===== config.mk =====
export PLATFORM = sky130hd
export DESIGN_NAME = imem_loader_flat
export DESIGN_NICKNAME = d
export VERILOG_FILES = /design/src/rtl/imem_loader_if.sv /design/src/rtl/imem_loader.sv /design/src/flat_wrapper.sv
export SDC_FILE = /design/constraint.sdc
export NUM_CORES = 1
export LEC_CHECK = 0
export BUFFER_PORTS_ARGS = -buffer_cell sky130_fd_sc_hd__buf_2
export CORE_UTILIZATION = 45
export CTS_CLUSTER_DIAMETER = 50
export DETAILED_ROUTE_END_ITERATION = 8
export PLACE_DENSITY_LB_ADDON = 0.25
export SLEW_MARGIN = 20
export SYNTH_ARGS = -nofsm -noshare
export SYNTH_HDL_FRONTEND = slang
export SYNTH_SLANG_ARGS = --single-unit

===== constraint.sdc =====
create_clock -name clk -period 2.8 [get_ports clk]
set_input_delay 0 -clock clk [delete_from_list [all_inputs] [get_ports clk]]
set_output_delay 0 -clock clk [all_outputs]
set_load 0.1 [all_outputs]

===== src/rtl/imem_loader_if.sv =====
// Byte-stream and instruction-write bundle between the program source, the
// loader and the pipeline instruction memory.
interface imem_loader_if #(
   parameter int MAX_WORDS = 256
);
   localparam int CW = $clog2(MAX_WORDS + 1);

   logic          load_req;
   logic          rx_valid;
   logic [7:0]    rx_byte;
   logic          rx_last;
   logic          rx_ready;
   logic [31:0]   address;
   logic [31:0]   instruction;
   logic          load_we;
   logic          start;
   logic [CW-1:0] word_count;
   logic          busy;
   logic          error;

   modport master (
      output load_req, rx_valid, rx_byte, rx_last,
      input  rx_ready, address, instruction, load_we, start, word_count, busy, error
   );

   modport slave (
      input  load_req, rx_valid, rx_byte, rx_last,
      output rx_ready, address, instruction, load_we, start, word_count, busy, error
   );
endinterface


===== src/rtl/imem_loader.sv =====
// Byte-serial program loader: packs bytes little-endian into 32-bit words,
// strobes them into instruction memory, then releases the pipeline via start.
module imem_loader #(
   parameter logic [31:0] BASE_ADDR   = 32'h0000_0000,
   parameter int          MAX_WORDS   = 256,
   parameter int          START_DELAY = 2
) (
   input  logic         clk,
   input  logic         rst,
   imem_loader_if.slave bus
);
   localparam int CW = $clog2(MAX_WORDS + 1);
   localparam int DW = (START_DELAY < 1) ? 1 : $clog2(START_DELAY + 1);

   localparam logic [2:0] ST_IDLE = 3'd0;
   localparam logic [2:0] ST_LOAD = 3'd1;
   localparam logic [2:0] ST_ARM  = 3'd2;
   localparam logic [2:0] ST_RUN  = 3'd3;
   localparam logic [2:0] ST_ERR  = 3'd4;

   logic [2:0]    r_state;
   logic [1:0]    r_idx;
   logic [31:0]   r_partial;
   logic [CW-1:0] r_word_count;
   logic [DW-1:0] r_dly;
   logic          r_rx_ready;
   logic [31:0]   r_address;
   logic [31:0]   r_instruction;
   logic          r_load_we;
   logic          r_start;
   logic          r_busy;
   logic          r_error;

   logic          w_hs;
   logic          w_done;
   logic          w_full;
   logic [31:0]   w_word;
   logic [31:0]   w_addr;

   // Lanes above the current index are already zero, so a short final word
   // comes out zero-padded without extra masking.
   assign w_hs   = (r_state == ST_LOAD) && r_rx_ready && bus.rx_valid;
   assign w_word = r_partial | (32'(bus.rx_byte) << {r_idx, 3'b000});
   assign w_done = w_hs && ((r_idx == 2'd3) || bus.rx_last);
   assign w_full = (r_word_count == CW'(MAX_WORDS));
   assign w_addr = BASE_ADDR + (32'(r_word_count) << 2);

   always_ff @(posedge clk or posedge rst) begin
      if (rst) begin
         r_state       <= ST_IDLE;
         r_idx         <= '0;
         r_partial     <= '0;
         r_word_count  <= '0;
         r_dly         <= '0;
         r_rx_ready    <= 1'b0;
         r_address     <= '0;
         r_instruction <= '0;
         r_load_we     <= 1'b0;
         r_start       <= 1'b0;
         r_busy        <= 1'b0;
         r_error       <= 1'b0;
      end else begin
         r_load_we <= 1'b0;
         // load_req wins over any byte handshake in the same cycle
         if (bus.load_req) begin
            r_state      <= ST_LOAD;
            r_idx        <= '0;
            r_partial    <= '0;
            r_word_count <= '0;
            r_error      <= 1'b0;
            r_start      <= 1'b0;
            r_rx_ready   <= 1'b1;
            r_busy       <= 1'b1;
         end else begin
            case (r_state)
               ST_LOAD: begin
                  if (w_hs) begin
                     r_idx     <= r_idx + 2'd1;
                     r_partial <= w_word;
                     if (w_done) begin
                        r_idx     <= '0;
                        r_partial <= '0;
                        if (w_full) begin
                           r_error    <= 1'b1;
                           r_state    <= ST_ERR;
                           r_rx_ready <= 1'b0;
                           r_busy     <= 1'b0;
                        end else begin
                           r_instruction <= w_word;
                           r_address     <= w_addr;
                           r_load_we     <= 1'b1;
                           r_word_count  <= r_word_count + CW'(1);
                           if (bus.rx_last) begin
                              r_state    <= ST_ARM;
                              r_rx_ready <= 1'b0;
                              r_dly      <= '0;
                           end
                        end
                     end
                  end
               end
               // first ARM cycle coincides with the final load_we cycle
               ST_ARM: begin
                  if (r_dly == DW'(START_DELAY)) begin
                     r_state <= ST_RUN;
                     r_start <= 1'b1;
                     r_busy  <= 1'b0;
                  end else begin
                     r_dly <= r_dly + DW'(1);
                  end
               end
               default: ;
            endcase
         end
      end
   end

   assign bus.rx_ready    = r_rx_ready;
   assign bus.address     = r_address;
   assign bus.instruction = r_instruction;
   assign bus.load_we     = r_load_we;
   assign bus.start       = r_start;
   assign bus.word_count  = r_word_count;
   assign bus.busy        = r_busy;
   assign bus.error       = r_error;
endmodule


===== src/flat_wrapper.sv =====
// flat-port wrapper written by rule: the top's interface ports become plain ports
module imem_loader_flat 
#(
   parameter logic [31:0] BASE_ADDR   = 32'h0000_0000,
   parameter int          MAX_WORDS   = 256,
   parameter int          START_DELAY = 2
)
  (clk, rst, bus_load_req, bus_rx_valid, bus_rx_byte, bus_rx_last, bus_rx_ready, bus_address, bus_instruction, bus_load_we, bus_start, bus_word_count, bus_busy, bus_error);
  imem_loader_if #(.MAX_WORDS(MAX_WORDS)) bus_i ();
  input  logic clk;
  input  logic rst;
  input wire logic [$bits(bus_i.load_req)-1:0] bus_load_req;
  input wire logic [$bits(bus_i.rx_valid)-1:0] bus_rx_valid;
  input wire logic [$bits(bus_i.rx_byte)-1:0] bus_rx_byte;
  input wire logic [$bits(bus_i.rx_last)-1:0] bus_rx_last;
  output wire logic [$bits(bus_i.rx_ready)-1:0] bus_rx_ready;
  output wire logic [$bits(bus_i.address)-1:0] bus_address;
  output wire logic [$bits(bus_i.instruction)-1:0] bus_instruction;
  output wire logic [$bits(bus_i.load_we)-1:0] bus_load_we;
  output wire logic [$bits(bus_i.start)-1:0] bus_start;
  output wire logic [$bits(bus_i.word_count)-1:0] bus_word_count;
  output wire logic [$bits(bus_i.busy)-1:0] bus_busy;
  output wire logic [$bits(bus_i.error)-1:0] bus_error;
  assign bus_i.load_req = bus_load_req;
  assign bus_i.rx_valid = bus_rx_valid;
  assign bus_i.rx_byte = bus_rx_byte;
  assign bus_i.rx_last = bus_rx_last;
  assign bus_rx_ready = bus_i.rx_ready;
  assign bus_address = bus_i.address;
  assign bus_instruction = bus_i.instruction;
  assign bus_load_we = bus_i.load_we;
  assign bus_start = bus_i.start;
  assign bus_word_count = bus_i.word_count;
  assign bus_busy = bus_i.busy;
  assign bus_error = bus_i.error;
  imem_loader #(.BASE_ADDR(BASE_ADDR), .MAX_WORDS(MAX_WORDS), .START_DELAY(START_DELAY)) u_core (.clk(clk), .rst(rst), .bus(bus_i));
endmodule

==> out/results.ini, run 1 <==
[drt]
dr.pass1.iters = 4
route.detailed.drc = 0
drt-initial-drc-count = 137
num_vias = 3028
wl_per_cell_um = 14.5
vias_per_cell = 5.09
drt_wl_total_mm = 8.64
ant_nets = 0

[critical_path]
cp_slowest_cell = nor3_4
worstPathRequired_ns = 3.07
start_kind = register
cp.arrival_ns = 2.70
crit_buf_inv = 1
cpPeakStageDelay_ns = 0.53
r2r_slack_ns = 0.37
end_kind = register
worstSetupPathType = register to register
r2r-end = u_core.bus.instruction[13]
crit_family = simple AND/OR/NAND/NOR gates
reg2reg_from = u_core.r_idx[0]
cp_max_fo = 28
crit_path_cell_trace = ha_1 > o211ai_1 > or2_1 > nor3_4 > buf_12 > mux2i_1
reg2reg_depth = 6

[global_routing]
met2_usage_pct = 29.9
grtUsageTotal_pct = 18.9
gr-total-overflow = 0
grt_max_degree = 58
grt_pass1_wl_mm = 14.8
met3_usage_pct = 2.81
grt_pass1_vias = 2977
antenna_found_initial = 0
busiest_layer = met2
gr-usage-met1_pct = 26.9

[clock_network]
root_buffer = clkbuf_8
hold_buffers = 9
clock_latency_ns = 0.35
cts_tree = built
clock_sinks = 94
cts_buffer_depth = 2
clk_pin_slew_ns = 0.09
cts_max_level = 3
cts_buffers = 9
postCtsSetupRepairBufs = 0
ctsResizeCount = 0

[floorplan]
die_height_um = 99.5
die_x_um = 99.5
start_util_pct = 46.3
num_rows = 35
io_pins = 91
core-area_um2 = 9240
die_area_um2 = 9900

[finish]
final_nets = 479
antenna_cells = 0
layout_common_cells = dfrtp_1 (94), buf_2 (67), a21oi_1 (48)
mostFrequentLayoutCell = dfrtp_1
stdcell_count = 595
area.growth.synth_to_final_pct = 17.2
drive_gt1_share_pct = 21.7

[synth]
synthFlopType = dfrtp_1
ys_seq_area_share_pct = 55.0
synth-edff-count = 0
avgSynthCellArea_um2 = 11.0
synthCells = 390
syn_area_um2 = 4280
synth_warnings = 0
synth_cell_types = 42
async_flop_share_pct = 100
yosys_register_bits = 94

[pwr]
power_density_nw_per_um2 = 734
p_total_mw = 3.68
total_leakage_power_nw = 2.43
ir_worst_vdd_uv = 301

[sta]
grt_setup_unrepaired = false
fin_crit_ns = 2.43
worst_clock_skew_ns = 0.0151
period_share_pct = 86.9
final-hold-violation-count = 0
finalSetupViolations = 0
fin_tns_setup_ns = 0
maxSlewViolCount = 0
holdWs_ns = 0.0432
slew_headroom_pct = 52.7
worstMarginPinSlew_ns = 0.709
max_clock_freq_mhz = 411

[min_path]
hold_end = u_core.r_idx[1]
hold_path_class = input port to register
hold_depth = 4
holdCritStartpoint = bus_rx_valid

[placement]
dp.cells = 571
gp_congestion = 0.772
dpl.hpwl_mm = 5.74
numPortBuffers = 67

[run_status]
status = completed

[run]
maxCapViolCount = 0

## how the worst max path moves through the flow
| stage | startpoint | to | depth (start not counted) | slack, ns |
|---|---|---|---|---|
| 2_1_floorplan | u_core.bus.rx_ready | u_core.bus.address[8] | 6 | 0.13 |
| 3_3_place_gp | u_core.r_idx[0] | u_core.bus.instruction[28] | 6 | 0.47 |
| 3_5_place_dp | u_core.r_idx[0] | u_core.bus.instruction[13] | 6 | 0.36 |
| 4_1_cts | u_core.r_idx[1] | u_core.bus.instruction[13] | 6 | 0.33 |
| 5_1_grt | u_core.r_idx[0] | u_core.bus.instruction[16] | 6 | 0.15 |
| 6_report | u_core.r_idx[0] | u_core.bus.instruction[13] | 6 | 0.37 |
## worst reg2reg max path: stages, from the launching register on
cell and delay, ns:
dfrtp_1 0.44, ha_1 0.23, o211ai_1 0.22, or2_1 0.40
nor3_4 0.53, buf_12 0.29, mux2i_1 0.25
## where the power goes
group	total (mW)	switching, mW	internal (mW)	leakage (nW)
Combinational	1.09	0.920	0.169	1.04
Sequential	1.50	0.0533	1.45	1.27
Clock	1.08	0.486	0.598	0.118
Total	3.68	1.46	2.22	2.43
## sequential cells by signal (all words and copies together) (netlist names)
name,count
u_core.bus.start,1
u_core.bus.busy,1
u_core.bus.word_count,9
u_core.r_partial,32
u_core.bus.load_we,1
u_core.bus.error,1
u_core.r_dly,2
u_core.bus.address,9
u_core.r_state,3
u_core.r_idx,2
u_core.bus.rx_ready,1
u_core.bus.instruction,32
## cells by family after synthesis
family | after synthesis | share of synthesized area, %
other | 1 | 0.0877
AOI/OAI and AO/OA | 90 | 13.4
DFF | 94 | 55.0
adders and majority gates | 4 | 1.17
and+or+nand+nor | 64 | 8.84
muxes | 42 | 10.1
buffers and inverters | 90 | 10.4
xor gates and xnor gates | 5 | 1.02
## cell usage after synthesis (2+ instances only)
| cell type | count | area share [%] |
|---|---|---|
| dfrtp_1 | 94 | 55 |
| a21oi_1 | 48 | 5.6 |
| inv_1 | 42 | 3.7 |
| mux2i_1 | 32 | 7.5 |
| buf_4 | 26 | 4.6 |
| a22o_1 | 25 | 5.1 |
| nor2_1 | 20 | 1.8 |
| clkbuf_1 | 12 | 1.1 |
| buf_1 | 8 | 0.70 |
| mux2_1 | 7 | 1.8 |
| nand2_1 | 6 | 0.53 |
| nand3_1 | 6 | 0.70 |
| o21ai_0 | 6 | 0.70 |
| nor4_1 | 5 | 0.73 |
| xnor2_1 | 5 | 1.0 |
| a21o_1 | 4 | 0.70 |
| ha_1 | 4 | 1.2 |
| mux2_2 | 3 | 0.79 |
| nand3b_1 | 3 | 0.53 |
| nor2b_1 | 3 | 0.44 |
| nor3_1 | 3 | 0.35 |
| and2_1 | 2 | 0.29 |
| nand4_1 | 2 | 0.29 |
| nor3b_1 | 2 | 0.35 |
| nor4b_2 | 2 | 0.70 |
| o211ai_1 | 2 | 0.35 |
| or3_1 | 2 | 0.29 |
| or4_1 | 2 | 0.35 |
## final cells by class
cell class	count	area, um2
flip-flops and latches	94	2350
inverters	42	160
repair buffers	87	533
multi-input cells	228	1560
fillers	825	4230
clock inverters	6	118
well taps	129	161
clock buffers	9	124
## per-layer routing
| layer | share of wire [%] | routed length [um] |
|---|---|---|
| met5 | 0 | 0 |
| met1 | 49 | 4210 |
| met2 | 47 | 4070 |
| met3 | 3.3 | 282 |
| met4 | 0.86 | 74 |
## per-stage QoR
step	worst slack, ns	util (%)	cell area [um2]
4_1_cts	0.327	54.2	5010
2_1_floorplan	0.127	-	4360
3_5_place_dp	0.358	50.6	4680
3_3_place_gp	0.469	50.6	4680
5_1_grt	0.146	54.2	5010
6_report	0.367	54.2	5010
(Power assumes the default switching activity.)
==> inputs of run 2 (changes only) <==
- CELL_PAD_IN_SITES_DETAIL_PLACEMENT: unset -> 0
- CELL_PAD_IN_SITES_GLOBAL_PLACEMENT: unset -> 2
- CORE_UTILIZATION: 45 -> 35
- clock period: 2.8 -> 2.45 ns (I/O delays scaled with it)
==> run 2 against run 1 <==
Worst setup slack worse by 0.14 ns. Via count hardly changed. Sequential power is 15% higher. Routed wire length is 11% higher. Worst hold slack worse by 0.041 ns. Global-route usage is 2.5 points lower. Total power is 25% higher. Non-clock buffer count is 1 higher. Register-to-register slack worse by 0.14 ns. Count of clock-buffer cells in the layout is 2 higher. Largest cell class unchanged.
==> out/results.ini, run 2 (synthesis gave the netlist of run 1 again) <==
[run_status]
status = completed  ; unchanged

[drt]
wl_per_cell_um = 15.6  ; was 14.5 um
dr.pass1.iters = 4  ; unchanged
drt_wl_total_mm = 9.58  ; was 8.64 mm
ant_nets = 0  ; unchanged
drt-initial-drc-count = 195  ; was 137
route.detailed.drc = 0  ; unchanged
vias_per_cell = 4.93  ; was 5.09
num_vias = 3031  ; was 3028

[placement]
dp.cells = 597  ; was 571
dpl.hpwl_mm = 6.45  ; was 5.74 mm
dp_slack_ns = 0.237  ; was 0.358 ns
placed_cell_area_um2 = 4750  ; was 4680 um2
gp_congestion = 0.725  ; was 0.772
numPortBuffers = 67  ; unchanged

[clock_network]
clock_latency_ns = 0.35  ; about the same
root_buffer = clkbuf_16  ; was clkbuf_8
cts_max_level = 3  ; unchanged
clk_pin_slew_ns = 0.06  ; was 0.09 ns
cts_tree = built  ; unchanged
ctsResizeCount = 0  ; unchanged
cts_buffers = 9  ; unchanged
cts_buffer_depth = 2  ; unchanged
clock_sinks = 94  ; unchanged

[min_path]
hold_path_class = input port to register  ; unchanged

[finish]
drive_gt1_share_pct = 23.5  ; was 21.7%
finalInstanceArea_um2 = 5120  ; was 5010 um2
final_nets = 480  ; was 479
area.growth.synth_to_final_pct = 19.7  ; was 17.2%
stdcell_count = 615  ; was 595
antenna_cells = 0  ; unchanged
mostFrequentLayoutCell = dfrtp_1  ; unchanged
layout_common_cells = dfrtp_1 (93), buf_2 (67), a21oi_1 (48)  ; was dfrtp_1 (94), buf_2 (67), a21oi_1 (48)

[floorplan]
io_pins = 91  ; unchanged
num_rows = 40  ; was 35
core-area_um2 = 12000  ; was 9240 um2
die_x_um = 113  ; was 99.5 um
die_area_um2 = 12700  ; was 9900 um2
start_util_pct = 35.8  ; was 46.3%
die_height_um = 113  ; was 99.5 um

[sta]
period_share_pct = 90.7  ; was 86.9%
fin_crit_ns = 2.22  ; was 2.43 ns
max_clock_freq_mhz = 450  ; was 411 MHz
worst_clock_skew_ns = 0.00845  ; was 0.0151 ns
maxSlewViolCount = 0  ; unchanged
grt_setup_unrepaired = false  ; unchanged
holdWs_ns = 0.00177  ; was 0.0432 ns
final-hold-violation-count = 0  ; unchanged
finalSetupViolations = 0  ; unchanged
slew_headroom_pct = 49.2  ; was 52.7%
setup_slack_ns = 0.228  ; was 0.367 ns
worstMarginPinSlew_ns = 0.761  ; was 0.709 ns

[critical_path]
end_kind = register  ; unchanged
start_kind = register  ; unchanged
cp.arrival_ns = 2.46  ; was 2.70 ns
cpPeakStageDelay_ns = 0.43  ; was 0.53 ns
cp_slowest_cell = dfrtp_1  ; was nor3_4
crit_path_cell_trace = ha_1 > o211ai_1 > or2_1 > nor3_4 > buf_12 > mux2_2  ; was ha_1 > o211ai_1 > or2_1 > nor3_4 > buf_12 > mux2i_1
cp_max_fo = 33  ; was 28
worstSetupPathType = register to register  ; unchanged
worstPathRequired_ns = 2.69  ; was 3.07 ns

[global_routing]
gr-total-overflow = 0  ; unchanged
antenna_found_initial = 1  ; was 0
grt_pass1_vias = 2970  ; was 2977
grtUsageTotal_pct = 16.4  ; was 18.9%
grt_max_degree = 44  ; was 58
grt_pass1_wl_mm = 15.8  ; was 14.8 mm

[run]
maxCapViolCount = 0  ; unchanged

[pwr]
power_density_nw_per_um2 = 895  ; was 734 nW/um2
total_leakage_power_nw = 2.48  ; was 2.43 nW
ir_worst_vdd_uv = 257  ; was 301 uV
p_total_mw = 4.58  ; was 3.68 mW

run 2: cell types whose count changed in the layout (fill, tap and decap cells not counted), sizes merged:
cell and delta:
buf +8, dlygate4sd3 -7, inv -3, clkbuf +2, clkinv +2
run 2: worst paths after layout:
check	cells after the start	startpoint	to	slack (ns)
max in group asynchronous	4	rst	u_core.bus.instruction[6]	1.29
hold / removal	2	bus_rx_byte[0]	u_core.r_partial[8]	0.002
hold reg to reg	1	u_core.bus.address[8]	u_core.bus.address[8]	0.48
setup / recovery	6	u_core.r_idx[0]	u_core.bus.address[9]	0.23
min in group asynchronous	3	rst	u_core.bus.instruction[27]	0.32
setup reg to reg	6	u_core.r_idx[0]	u_core.bus.address[9]	0.23
run 2: final cells by class:
class / count / area, um2
Clock buffer: 11 / 243
Inverter: 42 / 159
Timing Repair Buffer: 88 / 510
Fill cell: 1191 / 6840
Multi-Input combinational cell: 228 / 1560
Tap cell: 147 / 184
Sequential cell: 94 / 2350
Clock inverter: 5 / 106
run 2: timing repair:
action                    in CTS  in global routing
setup buffers                  0                  0
hold buffers                   2                  0
hold endpoints to repair      41                  0
run 2: metrics by stage:
stage | util, % | setup TNS [ns]
after floorplan | - | -0.212
after global placement | 39.7 | 0
after detailed placement | 39.7 | 0
after CTS | 42.8 | 0
after global routing | 42.8 | 0
final | 42.8 | 0
run 2: critical path: cells and delay by family (launching register included):
family	cells	cell delay [ns]
and+or+nand+nor	2	0.57
buffers and inverters	1	0.26
DFF	1	0.43
adders and majority gates	1	0.22
AOI/OAI and AO/OA	1	0.22
muxes	1	0.37
run 2: metal layers:
metal / vias to the layer above / wire length (um) / global-route usage [%]
met2: 97 / 4250 / 23.8
met3: 16 / 484 / 4.54
met4: 2 / 173 / 6.49
met5: - / 13 / 0
li1: 1443 / - / -
met1: 1473 / 4660 / 23.2
run 2: power breakdown:
group | internal [mW] | leakage [nW] | total [mW] | switching, mW
combinational | 0.189 | 1.05 | 1.24 | 1.06
clock | 1.03 | 0.166 | 1.62 | 0.589
sequential | 1.66 | 1.27 | 1.72 | 0.0608
==> inputs of run 3 (changes only) <==
- CORE_ASPECT_RATIO: unset -> 2
- CORE_MARGIN: unset -> 5
==> run 3 against run 2 <==
Count of clock-buffer cells in the layout decreased by 1. Via count unchanged. First-iteration DRC count decreased by 49%. Sequential power about the same. Sequential cell count unchanged. Critical endpoint is now u_core.bus.address[10]. Global-route usage decreased by 1.3 points. Final cell count decreased by 0.65%. Final area decreased by 1.4%. Total power decreased by 4.9%. Worst hold slack improved by 0.031 ns. Combinational power about the same. Clock skew decreased by 0.0011 ns.
==> out/results.ini, run 3 (synthesis gave the netlist of run 1 again) <==
[run]
maxCapViolCount = 0  ; unchanged

[floorplan]
core-area_um2 = 12100  ; was 12000 um2
io_pins = 91  ; unchanged
die_height_um = 166  ; was 113 um
die_area_um2 = 14700  ; was 12700 um2
start_util_pct = 35.5  ; was 35.8%
num_rows = 57  ; was 40
die_x_um = 88.2  ; was 113 um

[pwr]
clkPwrFrac_pct = 31.6  ; was 35.3%
ir_worst_vdd_uv = 611  ; was 257 uV
p_total_mw = 4.36  ; was 4.58 mW
comb_power_share_pct = 28.9  ; was 27.2%
power_density_nw_per_um2 = 863  ; was 895 nW/um2
netSwitchingFraction_pct = 39.4  ; was 37.2%
p_int_mw = 2.64  ; was 2.88 mW
p_seq_share_pct = 39.4  ; was 37.6%
netSwitchingPower_mw = 1.71  ; was 1.70 mW
total_leakage_power_nw = 2.44  ; was 2.48 nW

[critical_path]
worstPathRequired_ns = 2.67  ; was 2.69 ns
cpPeakStageDelay_ns = 0.40  ; was 0.43 ns
crit_buf_inv = 1  ; unchanged
critPathLaunch = u_core.r_state[2]  ; was u_core.r_idx[0]
crit_family = simple AND/OR/NAND/NOR gates  ; unchanged
end_kind = register  ; unchanged
r2r_slack_ns = 0.35  ; was 0.23 ns
cp_max_fo = 42  ; was 33
start_kind = register  ; unchanged
cp.arrival_ns = 2.32  ; was 2.46 ns
reg2reg_from = u_core.r_state[2]  ; was u_core.r_idx[0]
crit_path_cell_trace = or3b_1 > or2_1 > nor3_4 > buf_12 > mux2_2  ; was ha_1 > o211ai_1 > or2_1 > nor3_4 > buf_12 > mux2_2
worstSetupPathType = register to register  ; unchanged
cp_slowest_cell = dfrtp_1  ; unchanged

[global_routing]
grt_max_degree = 82  ; was 44
busiest_layer = met2  ; unchanged
grt_pass1_wl_mm = 17.1  ; was 15.8 mm
gr-total-overflow = 0  ; unchanged
grtUsageTotal_pct = 15.2  ; was 16.4%
met2_usage_pct = 26.2  ; was 23.8%
grt_pass1_vias = 3087  ; was 2970
gr-usage-met1_pct = 18.4  ; was 23.2%
met3_usage_pct = 3.33  ; was 4.54%
antenna_found_initial = 0  ; was 1

[drt]
vias_per_cell = 4.96  ; was 4.93
route.detailed.drc = 0  ; unchanged
drt_wl_total_mm = 10.5  ; was 9.58 mm
drt-initial-drc-count = 99  ; was 195
dr.pass1.iters = 4  ; unchanged
wl_per_cell_um = 17.2  ; was 15.6 um
num_vias = 3031  ; unchanged
ant_nets = 0  ; unchanged

[clock_network]
clock_latency_ns = 0.34  ; was 0.35 ns
cts_tree = built  ; unchanged
cts_buffer_depth = 2  ; unchanged
clk_pin_slew_ns = 0.06  ; about the same
clock_sinks = 94  ; unchanged
postCtsSetupRepairBufs = 0  ; unchanged
cts_max_level = 3  ; unchanged
ctsResizeCount = 0  ; unchanged
root_buffer = clkbuf_16  ; unchanged
cts_buffers = 9  ; unchanged

[finish]
layout_common_cells = dfrtp_1 (93), buf_2 (67), a21oi_1 (48)  ; unchanged
antenna_cells = 0  ; unchanged
drive_gt1_share_pct = 23.1  ; was 23.5%
stdcell_count = 611  ; was 615
area.growth.synth_to_final_pct = 18.0  ; was 19.7%
final_nets = 477  ; was 480
num-fill-cells = 1200  ; was 1191
mostFrequentLayoutCell = dfrtp_1  ; unchanged
area.sequential_um2 = 2350  ; unchanged
multiInputGateArea_um2 = 1560  ; unchanged
finalInstanceArea_um2 = 5050  ; was 5120 um2

[run_status]
status = completed  ; unchanged

[sta]
worstMarginPinSlew_ns = 0.767  ; was 0.761 ns
maxSlewViolCount = 0  ; unchanged
worst_clock_skew_ns = 0.00730  ; was 0.00845 ns
slew_headroom_pct = 48.8  ; was 49.2%
period_share_pct = 85.8  ; was 90.7%
setup_slack_ns = 0.349  ; was 0.228 ns
holdWs_ns = 0.0331  ; was 0.00177 ns
finalSetupViolations = 0  ; unchanged
fin_crit_ns = 2.10  ; was 2.22 ns
max_clock_freq_mhz = 476  ; was 450 MHz
final-hold-violation-count = 0  ; unchanged
grt_setup_unrepaired = false  ; unchanged

[placement]
numPortBuffers = 67  ; unchanged
dp.cells = 595  ; was 597
dpl.hpwl_mm = 7.47  ; was 6.45 mm
placed_cell_area_um2 = 4750  ; about the same
gp_congestion = 0.754  ; was 0.725
dp_slack_ns = 0.356  ; was 0.237 ns

[min_path]
holdCritStartpoint = bus_rx_byte[1]  ; was bus_rx_byte[0]
hold_path_class = input port to register  ; unchanged

run 3: changes by cell type in the layout (fill, tap and decap cells not counted), sizes merged:
cell and change:
buf -2, clkbuf -1, bufinv -2, dlygate4sd3 -1
clkinv +1, inv +1
run 3: power groups by stage:
stage / combinational [mW] / sequential [mW] / clock (mW)
4_1_cts: 1.27 / 1.72 / 1.42
3_3_place_gp: 1.26 / 1.74 / 0
2_1_floorplan: 0.436 / 2.39 / 0
6_report: 1.26 / 1.72 / 1.38
5_1_grt: 1.33 / 1.73 / 1.48
3_5_place_dp: 1.27 / 1.75 / 0
run 3: metal layers:
metal | vias up | wire (um)
li1 | 1433 | -
met1 | 1511 | 4180
met2 | 80 | 5710
met3 | 7 | 464
met5 | - | 0
met4 | 0 | 152
run 3: layout make-up:
class / instances / area share (%)
tap: 147 / 3.64
clock inverter: 5 / 1.19
multi-input combinational: 228 / 31.0
clock buffer: 10 / 4.54
sequential: 94 / 46.6
inverter: 42 / 3.15
timing repair buffer: 85 / 9.87
run 3: repair_timing:
item,CTS,global route
hold endpoints to repair,94,0
hold buffers,1,0
endpoints found under the setup margin,0,0
run 3: worst reg2reg max path, cell delays in order (launching register included):
cell     delay, ns
dfrtp_1       0.40
or3b_1        0.39
or2_1         0.28
nor3_4        0.21
buf_12        0.29
mux2_2        0.41
run 3: path summary, 6_finish.rpt:
path	to	cells past startpoint
worst max-delay path	u_core.bus.address[10]	5
worst min-delay path	u_core.r_partial[25]	2
worst max register to register	u_core.bus.address[10]	5
worst min register to register	u_core.bus.busy	1
max in group asynchronous	u_core.bus.rx_ready	4
min in group asynchronous	u_core.bus.instruction[19]	3
run 3: metrics by stage:
stage / utilization, % / setup TNS, ns
floorplan: - / -0.212
global placement: 39.4 / 0
detailed placement: 39.4 / 0
CTS: 41.9 / 0
global route: 41.9 / 0
finish: 41.9 / 0
